===== config.mk =====
export PLATFORM = sky130hd
export DESIGN_NAME = pattern_sequencer
export DESIGN_NICKNAME = d
export VERILOG_FILES = /design/src/rtl/pattern_sequencer.sv
export SDC_FILE = /design/constraint.sdc
export NUM_CORES = 1
export LEC_CHECK = 0
export ABC_AREA = 0
export CAP_MARGIN = 20
export CORE_UTILIZATION = 60
export CTS_BUF_LIST = sky130_fd_sc_hd__clkbuf_4
export CTS_CLUSTER_DIAMETER = 30
export CTS_CLUSTER_SIZE = 12
export DETAILED_ROUTE_END_ITERATION = 12
export GPL_TIMING_DRIVEN = 0
export PLACE_DENSITY = 0.85
export SLEW_MARGIN = 20
export SYNTH_ARGS = -nofsm -noshare
export SYNTH_HDL_FRONTEND = slang
export SYNTH_SLANG_ARGS = --single-unit

===== constraint.sdc =====
create_clock -name CLK -period 5.4 [get_ports CLK]
set_input_delay 1.08 -clock CLK [delete_from_list [all_inputs] [get_ports CLK]]
set_output_delay 1.08 -clock CLK [all_outputs]
set_load 0.05 [all_outputs]

===== src/rtl/pattern_sequencer.sv =====
// Multi-channel run-time-loadable blink-pattern sequencer with a shared step prescaler.
// Optional PWM dimming is compiled in when SEQ_PWM_EN is defined.
module pattern_sequencer #(
    parameter int CHANNELS = 2,
    parameter int PAT_LEN  = 32,
    parameter int DIV_W    = 24,
    localparam int CH_W    = (CHANNELS > 1) ? $clog2(CHANNELS) : 1,
    localparam int IDX_W   = $clog2(PAT_LEN)
) (
    input  logic                CLK,
    input  logic                RST_N,
    input  logic [DIV_W-1:0]    STEP_DIV,
    input  logic                LOAD_VALID,
    output logic                LOAD_READY,
    input  logic [CH_W-1:0]     LOAD_CH,
    input  logic [PAT_LEN-1:0]  LOAD_PATTERN,
    input  logic [IDX_W-1:0]    LOAD_LAST,
    input  logic                LOAD_REPEAT,
`ifdef SEQ_PWM_EN
    input  logic [7:0]          LOAD_DUTY,
`endif
    input  logic [CHANNELS-1:0] STOP,
    output logic [CHANNELS-1:0] OUT,
    output logic [CHANNELS-1:0] BUSY,
    output logic [CHANNELS-1:0] DONE
);

    typedef enum logic {
        IDLE = 1'b0,
        RUN  = 1'b1
    } state_t;

    logic [DIV_W-1:0]    pre_r;
    logic [DIV_W-1:0]    pre_nxt_s;
    logic                tick_s;
    logic                ready_r;

    state_t              state_r     [CHANNELS];
    state_t              state_nxt_s [CHANNELS];
    logic [PAT_LEN-1:0]  pat_r       [CHANNELS];
    logic [PAT_LEN-1:0]  pat_nxt_s   [CHANNELS];
    logic [IDX_W-1:0]    idx_r       [CHANNELS];
    logic [IDX_W-1:0]    idx_nxt_s   [CHANNELS];
    logic [IDX_W-1:0]    last_r      [CHANNELS];
    logic [IDX_W-1:0]    last_nxt_s  [CHANNELS];
    logic [CHANNELS-1:0] rep_r;
    logic [CHANNELS-1:0] rep_nxt_s;
    logic [CHANNELS-1:0] out_r;
    logic [CHANNELS-1:0] out_nxt_s;
    logic [CHANNELS-1:0] done_r;
    logic [CHANNELS-1:0] done_nxt_s;
    logic [CHANNELS-1:0] busy_s;

`ifdef SEQ_PWM_EN
    logic [7:0]          pwm_r;
    logic [7:0]          pwm_nxt_s;
    logic [7:0]          duty_r      [CHANNELS];
    logic [7:0]          duty_nxt_s  [CHANNELS];
`endif

    // Shared prescaler: a shrinking STEP_DIV below pre still ticks on the next edge.
    always_comb begin
        tick_s    = 1'b0;
        pre_nxt_s = pre_r;
        if (pre_r >= STEP_DIV) begin
            tick_s    = 1'b1;
            pre_nxt_s = {DIV_W{1'b0}};
        end else begin
            tick_s    = 1'b0;
            pre_nxt_s = pre_r + {{(DIV_W-1){1'b0}}, 1'b1};
        end
    end

`ifdef SEQ_PWM_EN
    // Free-running dimming counter, wraps 255 to 0.
    always_comb begin
        pwm_nxt_s = pwm_r + 8'd1;
    end
`endif

    // Per-channel next state; STOP beats load, load beats tick.
    always_comb begin
        for (int c = 0; c < CHANNELS; c++) begin
            state_nxt_s[c] = state_r[c];
            pat_nxt_s[c]   = pat_r[c];
            idx_nxt_s[c]   = idx_r[c];
            last_nxt_s[c]  = last_r[c];
            rep_nxt_s[c]   = rep_r[c];
            done_nxt_s[c]  = 1'b0;
`ifdef SEQ_PWM_EN
            duty_nxt_s[c]  = duty_r[c];
`endif
            if (STOP[c]) begin
                state_nxt_s[c] = IDLE;
                idx_nxt_s[c]   = {IDX_W{1'b0}};
            end else if (LOAD_VALID && (LOAD_CH == CH_W'(c))) begin
                state_nxt_s[c] = RUN;
                pat_nxt_s[c]   = LOAD_PATTERN;
                idx_nxt_s[c]   = {IDX_W{1'b0}};
                last_nxt_s[c]  = LOAD_LAST;
                rep_nxt_s[c]   = LOAD_REPEAT;
`ifdef SEQ_PWM_EN
                duty_nxt_s[c]  = LOAD_DUTY;
`endif
            end else if (tick_s) begin
                case (state_r[c])
                    RUN: begin
                        if (idx_r[c] != last_r[c]) begin
                            idx_nxt_s[c] = idx_r[c] + {{(IDX_W-1){1'b0}}, 1'b1};
                        end else if (rep_r[c]) begin
                            idx_nxt_s[c] = {IDX_W{1'b0}};
                        end else begin
                            state_nxt_s[c] = IDLE;
                            done_nxt_s[c]  = 1'b1;
                        end
                    end
                    IDLE: begin
                        state_nxt_s[c] = IDLE;
                    end
                    default: begin
                        state_nxt_s[c] = IDLE;
                    end
                endcase
            end else begin
                state_nxt_s[c] = state_r[c];
            end
        end
    end

    // OUT is registered from next-state values so it matches the decode of the flops after each edge.
    always_comb begin
        for (int c = 0; c < CHANNELS; c++) begin
`ifdef SEQ_PWM_EN
            out_nxt_s[c] = (state_nxt_s[c] == RUN) & pat_nxt_s[c][idx_nxt_s[c]]
                           & (pwm_nxt_s < duty_nxt_s[c]);
`else
            out_nxt_s[c] = (state_nxt_s[c] == RUN) & pat_nxt_s[c][idx_nxt_s[c]];
`endif
            busy_s[c]    = (state_r[c] == RUN);
        end
    end

    // State registers with asynchronous reset.
    always_ff @(posedge CLK or negedge RST_N) begin
        if (!RST_N) begin
            pre_r   <= {DIV_W{1'b0}};
            ready_r <= 1'b0;
            rep_r   <= {CHANNELS{1'b0}};
            out_r   <= {CHANNELS{1'b0}};
            done_r  <= {CHANNELS{1'b0}};
            for (int c = 0; c < CHANNELS; c++) begin
                state_r[c] <= IDLE;
                pat_r[c]   <= {PAT_LEN{1'b0}};
                idx_r[c]   <= {IDX_W{1'b0}};
                last_r[c]  <= {IDX_W{1'b0}};
`ifdef SEQ_PWM_EN
                duty_r[c]  <= 8'd0;
`endif
            end
`ifdef SEQ_PWM_EN
            pwm_r   <= 8'd0;
`endif
        end else begin
            pre_r   <= pre_nxt_s;
            ready_r <= 1'b1;
            rep_r   <= rep_nxt_s;
            out_r   <= out_nxt_s;
            done_r  <= done_nxt_s;
            for (int c = 0; c < CHANNELS; c++) begin
                state_r[c] <= state_nxt_s[c];
                pat_r[c]   <= pat_nxt_s[c];
                idx_r[c]   <= idx_nxt_s[c];
                last_r[c]  <= last_nxt_s[c];
`ifdef SEQ_PWM_EN
                duty_r[c]  <= duty_nxt_s[c];
`endif
            end
`ifdef SEQ_PWM_EN
            pwm_r   <= pwm_nxt_s;
`endif
        end
    end

    assign LOAD_READY = ready_r;
    assign OUT        = out_r;
    assign BUSY       = busy_s;
    assign DONE       = done_r;

endmodule

==> run_results.csv <==
group,metric,value,unit
placement,dp_cells,832,
die,start_util,62.6,%
grt,grt_pass1_vias,5228,
die,core-area,0.00991,mm^2
critical_path,critical_path.cell_chain,"clkdlybuf4s50_1 -> inv_1 -> ha_1 -> nand4_1 -> nor3_2 -> nand3_1 -> o211ai_1 -> or2_4 -> nand2_1 -> o21ai_2 -> mux2i_1 -> mux2i_1 -> mux2_2 -> o211ai_1",
clock_tree,cts_resized,0,
sta,post-route-min-period,4210,ps
synth,synth_compound_area_share,5.99,%
sta,slew_viol_final,0,
synth,synth_area,0.00620,mm^2
critical_path,crit_type,"in2reg",
route,wl,14100,um
sta,fin_crit_sh,78.0,%
sta,max_freq,238,MHz
sta,clock-skew-final,17.5,ps
synth,syn_area_per_cell,9.94,um^2
synth,synth_top_cell_area_share,47.2,%
grt,grt_pass1_wl,23500,um
die,rows,36,
hold_path,hp-class,"reg2reg",
critical_path,critPathMaxStageDelay,580,ps
placement,pre_cts_slack,732,ps
placement,place.gp.congestion,0.854,
route,vias,4899,
synth,ys.flop_type,"dfrtp_1",
sta,setup_viol,0,
layout,num_antenna_cells,0,
pwr,power.leakage,3.54,nW
critical_path,cp.arrival,4620,ps
die,die_y,104,um
placement,io_buffers,74,
critical_path,end_kind,"register",
grt,grt_max_degree,66,
die,die-area,0.0107,mm^2
route,routedWlPerCell,16.4,um
placement,place_hpwl,10400,um
sta,worst_slack,1190,ps
critical_path,path_max_fanout,10,
sta,maxSlewHeadroom,56.2,%
grt,grt_usage,27.7,%
layout,nets,813,
synth,synth_xor_area_share,4.24,%
grt,gr-total-overflow,0,
job,drv_cap,0,
synth,synth_edf_count,0,
synth,ys_seq_area_share,47.2,%
critical_path,critical_path_required,5810,ps
layout,final_cells,861,
route,viasPerCell,5.69,
route,antenna_left,0,
synth,yosys_warnings,0,
route,drt-initial-drc-count,232,
critical_path,critPathSlowestCell,"o21ai_2",
layout,area_growth,19.8,%
pwr,ir_drop,0.000182,V
run_status,status,"finished clean",
clock_tree,postCtsSetupBuffers,0,
layout,utilization,74.9,%
route,drc,0,
sta,rsz0062_at_grt,"no",
critical_path,cp-start-kind,"input port",
synth,synthMuxAreaShare,15.1,%
synth,synth.most_common_cell,"nand2_1",
layout,drive_above_1_share,11.8,%
clock_tree,clk_pin_slew_worst_paths,100,ps
layout,nFillCells,688,
pwr,powerDensity,273,mW/mm^2
synth,synth_common_cells,"nand2_1, dfrtp_1, mux2i_1",
clock_tree,insertion_delay,510,ps
clock_tree,cts-root-buf,"clkbuf_4",
clock_tree,tritoncts,"done",
die,io_pins,75,
synth,synthAdderAreaFrac,5.45,%
synth,synth.top_cells.by_area,"dfrtp_1, nand2_1, mux2_2",
placement,dpl_cell_area,0.00714,mm^2
route,dr.pass1.iters,5,
grt,antenna_found_initial,0,
clock_tree,cts_hold_repair.buffers,0,
synth,syn_nets,719,
synth,synth_top_cell_by_area,"dfrtp_1",
clock_tree,cts_sinks,117,
sta,worstMarginPinSlew,650,ps
synth,synth_top_family_by_area,"simple AND/OR/NAND/NOR gates",
layout,fin_area,0.00743,mm^2
synth,async_reset_ff_share,100,%
synth,yosysUniqueCellTypes,57,
synth,netlist_instances,624,
sta,finalHoldViolCount,0,
synth,yosys.area_share.simple,18.2,%
clock_tree,htreeDepth,4,
clock_tree,numCtsBuffers,17,
synth,yosys_register_bits,117,
die,dieWidth,104,um
clock_tree,cts_buffer_depth,2,
## cell families after synthesis
| family | Yosys count |
|---|---|
| and+or+nand+nor | 253 |
| muxes | 88 |
| DFF | 117 |
| xor gates and xnor gates | 30 |
| AOI/OAI and AO/OA | 54 |
| buffers and inverters | 54 |
| other | 1 |
| adders and majority gates | 27 |
## flip-flops by register name, summed over array words and instances (netlist names)
| signal | flops |
|---|---|
| pat_r | 64 |
| pre_r | 24 |
| idx_r | 10 |
| last_r | 10 |
| BUSY | 2 |
| DONE | 2 |
| OUT | 2 |
| rep_r | 2 |
| LOAD_READY | 1 |
## per-layer routing
metal	global-route usage (%)	share of wire, %
met2	49.5	51
met1	31.3	40
met4	14.1	3.7
met3	5.85	5.0
met5	0	0
## final timing paths
path,start,to,slack [ps],cells past startpoint
setup / recovery,STEP_DIV[23],OUT[1],1190,14
hold / removal,pat_r[3],pat_r[3],480,2
setup reg to reg,pre_r[21],OUT[1],1820,12
hold reg to reg,pat_r[3],pat_r[3],480,2
max in group asynchronous,RST_N,pat_r[51],4200,2
min in group asynchronous,RST_N,pre_r[7],500,1
## cell type report
class	count	area, um^2	share of cell area [%]
multi-input cells	453	3040	40.9
flip-flops and latches	117	2930	39.4
repair buffers	75	769	10.4
well taps	133	166	2.24
clock inverters	12	164	2.21
clock buffers	17	128	1.72
inverters	34	128	1.72
plain buffers	20	106	1.43
## critical path: cells and delay by family
family                   cells  cell delay (ps)
multiplexers                 3              670
AND/OR/NAND/NOR              5              920
AO/OA/AOI/OAI                3             1140
buffers and inverters        2              490
adder cells (fa/ha/maj)      1              310
## through the flow
stage	power, mW	hold WS (ps)	setup TNS (ps)
6_report	2.03	482	0
3_3_place_gp	1.35	454	-116620
3_5_place_dp	1.37	456	0
4_1_cts	2.04	481	0
5_1_grt	2.12	491	0
2_1_floorplan	1.23	436	0
## where the power goes
group / total [mW] / internal (mW) / switching (mW)
Clock: 0.674 / 0.353 / 0.321
Combinational: 0.336 / 0.164 / 0.173
Sequential: 1.02 / 0.978 / 0.0426
## placed cells by master (no fill, tap or decap), drive strengths merged, types with 4 or more instances in the layout
master | Yosys | routed
clkinv | 0 | 6
xnor2 | 8 | 8
a21oi | 14 | 14
buf | 11 | 13
ha | 27 | 27
mux2 | 42 | 42
dfrtp | 117 | 117
clkbuf | 9 | 26
nand3b | 5 | 5
nand4 | 6 | 6
o211ai | 5 | 5
bufinv | 0 | 4
inv | 34 | 34
and3 | 6 | 6
clkdlybuf4s50 | 0 | 73
o21ai | 13 | 13
nor3 | 5 | 5
mux2i | 46 | 46
xor2 | 22 | 22
nand3 | 25 | 25
nor2 | 34 | 34
nand2b | 4 | 4
nand2 | 149 | 149
Power figures use the tool's default switching activity.
